## src/rtl/alu_mul_sequencer.sv

```systemverilog
// alu_mul_sequencer: shift-and-add unsigned N x N -> 2N multiplier driving a shared external ALU
module alu_mul_sequencer #(
  parameter int N = 32
) (
  input  logic           clk,
  input  logic           rst_n,
  input  logic           start,
  input  logic [N-1:0]   op_a,
  input  logic [N-1:0]   op_b,
  output logic           busy,
  output logic           done,
  output logic [2*N-1:0] product,
  output logic           product_zero,
  output logic [1:0]     alu_m,
  output logic [N-1:0]   alu_a,
  output logic [N-1:0]   alu_b,
  input  logic [N-1:0]   alu_r,
  input  logic           alu_c
);
  localparam int CW = N > 1 ? $clog2(N) : 1;
  typedef enum logic [1:0] {IDLE, RUN, DONE} state_t;
  state_t         state;
  logic [N-1:0]   mcand, hi, lo;
  logic [CW-1:0]  cnt;
  logic [2*N-1:0] nxt;
  // The ALU carry becomes the new top bit, so full-scale partial sums stay exact.
  assign nxt = {alu_c, alu_r, lo[N-1:1]};
  always_comb begin
    alu_m = 2'b00;
    alu_a = state == RUN ? hi : '0;
    alu_b = (state == RUN && lo[0]) ? mcand : '0;
  end
  always_ff @(posedge clk) begin
    if (!rst_n) begin
      state        <= IDLE;
      mcand        <= '0;
      hi           <= '0;
      lo           <= '0;
      cnt          <= '0;
      product      <= '0;
      product_zero <= 1'b1;
      done         <= 1'b0;
      busy         <= 1'b0;
    end else begin
      done <= 1'b0;
      case (state)
        IDLE: if (start) begin
          mcand <= op_a;
          lo    <= op_b;
          hi    <= '0;
          cnt   <= '0;
          state <= RUN;
          busy  <= 1'b1;
        end
        RUN: begin
          {hi, lo} <= nxt;
          cnt      <= cnt + 1'b1;
          if (cnt == CW'(N - 1)) begin
            state        <= DONE;
            done         <= 1'b1;
            product      <= nxt;
            product_zero <= nxt == '0;
          end
        end
        DONE: begin
          state <= IDLE;
          busy  <= 1'b0;
        end
        default: state <= IDLE;
      endcase
    end
  end
endmodule

```

## config.mk

```make
export PLATFORM = sky130hd
export DESIGN_NAME = alu_mul_sequencer
export DESIGN_NICKNAME = d
export VERILOG_FILES = /design/src/rtl/alu_mul_sequencer.sv
export SDC_FILE = /design/constraint.sdc
export NUM_CORES = 1
export LEC_CHECK = 0
export CAP_MARGIN = 0
export CELL_PAD_IN_SITES_DETAIL_PLACEMENT = 1
export CELL_PAD_IN_SITES_GLOBAL_PLACEMENT = 1
export CORE_ASPECT_RATIO = 0.7
export CORE_UTILIZATION = 25
export DETAILED_ROUTE_END_ITERATION = 12
export DONT_BUFFER_PORTS = 1
export MAX_ROUTING_LAYER = met4
export PLACE_DENSITY_LB_ADDON = 0.08
export REMOVE_ABC_BUFFERS = 1
export SYNTH_ARGS = -nofsm -noshare
export SYNTH_HDL_FRONTEND = slang
export SYNTH_SLANG_ARGS = --single-unit
```

## constraint.sdc

```tcl
create_clock -name clk -period 1.8 [get_ports clk]
set_input_delay 0.54 -clock clk [delete_from_list [all_inputs] [get_ports clk]]
set_output_delay 0.54 -clock clk [all_outputs]
set_load 0.005 [all_outputs]
```

=== Word-level counts from Yosys, hierarchy flattened ===
Index checks and enable logic that the tools add are counted.

* Flip-flop bits (word level): 170
* Input bits: 100
* Output and inout port bits: 133
* Logic and storage cells: 40

* Add/sub/neg operators: 1
* Eq/ne operators: 5
* Mux-type cells: 14
* Reductions and logical operators: 11

{| class="wikitable"
|+ Operator list
! kind !! count
|-
| two-way mux 32 bit || 4
|-
| one-hot mux 32 bit (2 select lines) || 2
|-
| zero test 64 bit || 1
|-
| AND reduction 2 bit || 6
|-
| one-hot mux 5 bit (2 select lines) || 1
|-
| adder 5 x 1 -> 5 bit (second input constant) || 1
|-
| == test 5 bit (second input constant) || 1
|-
| two-way mux 5 bit || 1
|-
| two-way mux 2 bit || 2
|-
| one-hot mux 2 bit (2 select lines) || 1
|-
| nonzero test 2 bit || 2
|-
| == test 2 x 1 -> 1 bit (second input constant) || 1
|-
| == test 2 bit (second input constant) || 1
|-
| zero test 2 bit || 1
|-
| two-way mux 1 bit || 2
|-
| inequality test 2 x 1 -> 1 bit (second input constant) || 1
|-
| inequality test 2 bit (second input constant) || 1
|-
| one-hot mux 1 bit (2 select lines) || 1
|-
| logical AND 1 bit || 1
|}

=== Depth between registers and ports, before layout ===
* Depth after elaboration: 3
* Mapped depth: 8
* Depth with buffers taken out: 6

=== Worst setup path before layout ===
Ideal clock, no wire load.

* Path type: register to output
* Start: register state[1]
* End: output alu_b[10]
* Arrival: 1.120 ns
* Data required time: 1.260 ns
* Slack: 0.140 ns
* Stages on the path, launching flop included: 5
* Buffers on the path: 2
* Path through: dfxtp_1 -> and2b_1 -> buf_2 -> clkbuf_1 -> and3_1

* Cells in the longest elaborated chain, start to end: 3

{| class="wikitable"
|+ RTL lines
! what !! RTL line !! text
|-
| start: declaration || 22 || <nowiki>state_t state;</nowiki>
|-
| start signal: assignment || 35 || <nowiki>state <= IDLE;</nowiki>
|-
| start signal: assignment || 52 || <nowiki>state <= RUN;</nowiki>
|-
| start signal: assignment || 59 || <nowiki>state <= DONE;</nowiki>
|-
| == test 2 x 1 -> 1 bit || 31 || <nowiki>alu_b = (state == RUN && lo[0]) ? mcand : '0;</nowiki>
|-
| logical AND 1 bit || 31 ||
|-
| two-way mux 32 bit || 31 ||
|-
| end: declaration || 16 || <nowiki>output logic [N-1:0] alu_b,</nowiki>
|}

No other way between the ends.

=== Worst setup path after layout ===
* Start: register state[1]
* End: output alu_b[0]

Same word-level chain as after synthesis.

==> impl_metrics.yaml <==
outcome:
  status: "complete, but fails checks"
  violations: "negative setup slack"
sta:
  timing.fmax_mhz: 484
  fin_hold_ws_ns: 0.225
  timing.setup.tns_ns: -15.10
  tightest_slew_ns: 0.547
  hold_viol: 0
  rsz0062_at_grt: "true"
  drv_slew: 0
  period_minus_slack_ns: 2.06
  fin_skew_ns: 0.00975
  fin_crit_sh_pct: 115
  slew-limit-headroom_pct: 63.2
  setup_viol: 64
  fin_ws_ns: -0.264
critical_path:
  r2r_slack_ns: 0.05
  cp_num_buf_inv: 2
  slowest_delay_ns: 0.32
  worstSetupPathType: "reg -> out"
  critPathTopFamily: "simple AND/OR/NAND/NOR gates"
  path_max_fanout: 14
  crit_path_end_kind: "output port"
  critPathLaunchType: "flip-flop"
  cp_slowest_cell: "dfxtp_2"
  worstPathRequired_ns: 1.26
  worstPathCellList: "and2b_4 -> buf_4 -> buf_12 -> and3_1"
  worstPathArrival_ns: 1.52
die:
  initial_core_util_pct: 25.5
  io_pins: 233
  die_h_um: 140
  fp-row-count: 50
  design.core.area_um2: 26800
  die_w_um: 200
  die_area_um2: 28000
final_layout:
  final_util_pct: 31.1
  drive_gt1_share_pct: 13.6
  finalNonFillerCells: 1247
  area_delta_synth_final_pct: 22.0
  seqCellArea_um2: 3410
  antenna_cells: 0
  fillCellCount: 3213
  multi_input_area_um2: 3220
  nets: 972
clock_tree:
  cts_tree: "done"
  clkSlewWorstSetupHoldPaths_ns: 0.08
  cts_root_buf: "clkbuf_16"
  clock-sinks: 170
  clk_latency_ns: 0.44
  clockBufferDepth: 2
  htreeDepth: 4
  cts_buffers: 17
  hold_buffers: 0
synthesis:
  synth_area_leaders: "dfxtp_1 50%, nand2_1 16%, a21oi_1 9.4%"
  synth_top_area_share_pct: 49.8
  yosysUniqueCellTypes: 27
  avgSynthCellArea_um2: 7.73
  yosysSeqAreaShare_pct: 49.8
  syn_area_um2: 6830
  synth_top_area_cell: "dfxtp_1"
  ys_seq_elements: 170
  syn_inst: 884
  ys_warn_count: 0
worst_hold_path:
  min_path_type: "in -> reg"
drt:
  wl_per_cell_um: 20.6
  drc_errors: 0
  first_pass_iters: 4
  wl_mm: 25.7
  num_vias: 6110
  drt_first_iter_violations: 183
  antenna_left: 0
  vias_per_cell: 4.90
power_and_ir_drop:
  swShare_pct: 28.6
  ir_drop_v: 0.000633
  clockPowerShare_pct: 42.4
  switchingPower_mw: 2.44
  p_comb_share_pct: 10.1
  internal-power_mw: 6.08
  pwr-share-seq_pct: 47.5
  power_density_nw_per_um2: 1020
  leakagePower_nw: 2.98
grt:
  grt_pass1_wl_mm: 37.9
  grt_use_total_pct: 18.5
  grt_overflow_total: 0
  grt_pass1_vias: 6411
  antenna_found_initial: 0
  grt_max_degree: 56
placement:
  dp_cells: 1200
  pre_cts_slack_ns: -0.126
  gp_congestion: 0.745
  port_buffers: 0
  dp_hpwl_mm: 16.9
flow_run:
  max-cap-violations: 0
## worst paths after layout
check / start / endpoint / depth (start not counted)
max reg2reg: state[1] / product_zero / 7
min reg2reg: mcand[5] / mcand[5] / 2
min: alu_r[8] / hi[7] / 2
max: state[1] / alu_b[0] / 4
## repair_timing
item                                    CTS  global route
buffers inserted                          1             7
endpoints found under the setup margin   95           126
pin swaps                                 0            16
gates cloned                              2             5
resized for setup                         8            42
## sequential cells by signal, indices dropped and copies added, names as in the netlist
| signal | count |
|---|---|
| product | 64 |
| busy | 1 |
| lo | 32 |
| cnt | 5 |
| mcand | 32 |
| hi | 32 |
| done | 1 |
| product_zero | 1 |
| state | 2 |
## cells by family (layout without fill, tap and decap cells)
logic type               after synthesis  count (layout)  synth area share [%]
AO/OA/AOI/OAI                        171             171                  14.7
buffers and inverters                 79              77                  5.57
AND/OR/NAND/NOR                      461             461                  29.5
other                                  1               2                0.0549
flip-flops                           170             170                  49.8
adder cells (fa/ha/maj)                2               2                 0.366
## cells in the mapped netlist
cell and number:
conb_1 1, nand3_1 35, dfxtp_1 170, ha_1 2, buf_1 5, and3_1 34, a311oi_1 32, a221o_1 1
and2b_1 1, buf_4 8, a21boi_1 7, a21oi_1 128, o21ai_0 2, nand2_1 291, nand2b_1 1, a211oi_1 1
nor2_1 42, and2_1 33, nor4_1 17, buf_6 2, buf_2 31, nand2_2 1, nand4_1 3, clkbuf_1 31
nand3b_1 2, inv_2 2, nor3b_2 1
## power groups by stage
stage          clock network [mW]  registers [mW]  logic [mW]
2_1_floorplan                   0            4.09       0.434
3_3_place_gp                    0            4.13       0.725
3_5_place_dp                    0            4.13       0.754
4_1_cts                      3.72            4.05       0.801
5_1_grt                      3.91            4.08       0.952
6_report                     3.61            4.05       0.860
## metrics by stage
step / area [um^2] / power, mW
6_report: 8330 / 8.52
5_1_grt: 8330 / 8.94
4_1_cts: 7980 / 8.57
3_5_place_dp: 7340 / 4.89
3_3_place_gp: 7340 / 4.85
2_1_floorplan: 6460 / 4.53
## worst reg2reg max path: stages (launching register included)
cell and delay (ns):
dfxtp_2 0.32, and2b_4 0.26, buf_4 0.13, buf_4 0.13, buf_4 0.17, nand2_4 0.11, buf_12 0.17, a221o_1 0.35
## cell type report
class | instances | area share [%]
Timing Repair Buffer | 43 | 8.14
Multi-Input combinational cell | 636 | 38.6
Clock inverter | 15 | 1.64
Sequential cell | 170 | 40.9
Tap cell | 364 | 5.47
Inverter | 2 | 0.150
Clock buffer | 17 | 5.11
## placed cells by master (no fill, tap or decap), types with 3 or more instances in the layout
cell type	count
a311oi_1	30
nor4_1	15
buf_12	17
buf_4	17
nor2_1	42
and3_4	15
dfxtp_1	168
and2_1	17
nand4_1	3
clkinv_4	4
nand2_1	291
nand3_1	35
clkbuf_16	21
inv_6	4
and2_4	16
a21oi_1	128
inv_8	4
clkinvlp_4	4
a21boi_1	7
and3_1	19
## per-layer routing
metal / part of all wire [%] / vias up / GRT usage [%]
li1: - / 2933 / -
met3: 6.9 / 14 / 6.57
met5: 0 / - / -
met2: 45 / 142 / 28.0
met1: 47 / 3021 / 23.5
met4: 0.84 / 0 / 3.94
(Power assumes the default switching activity.)
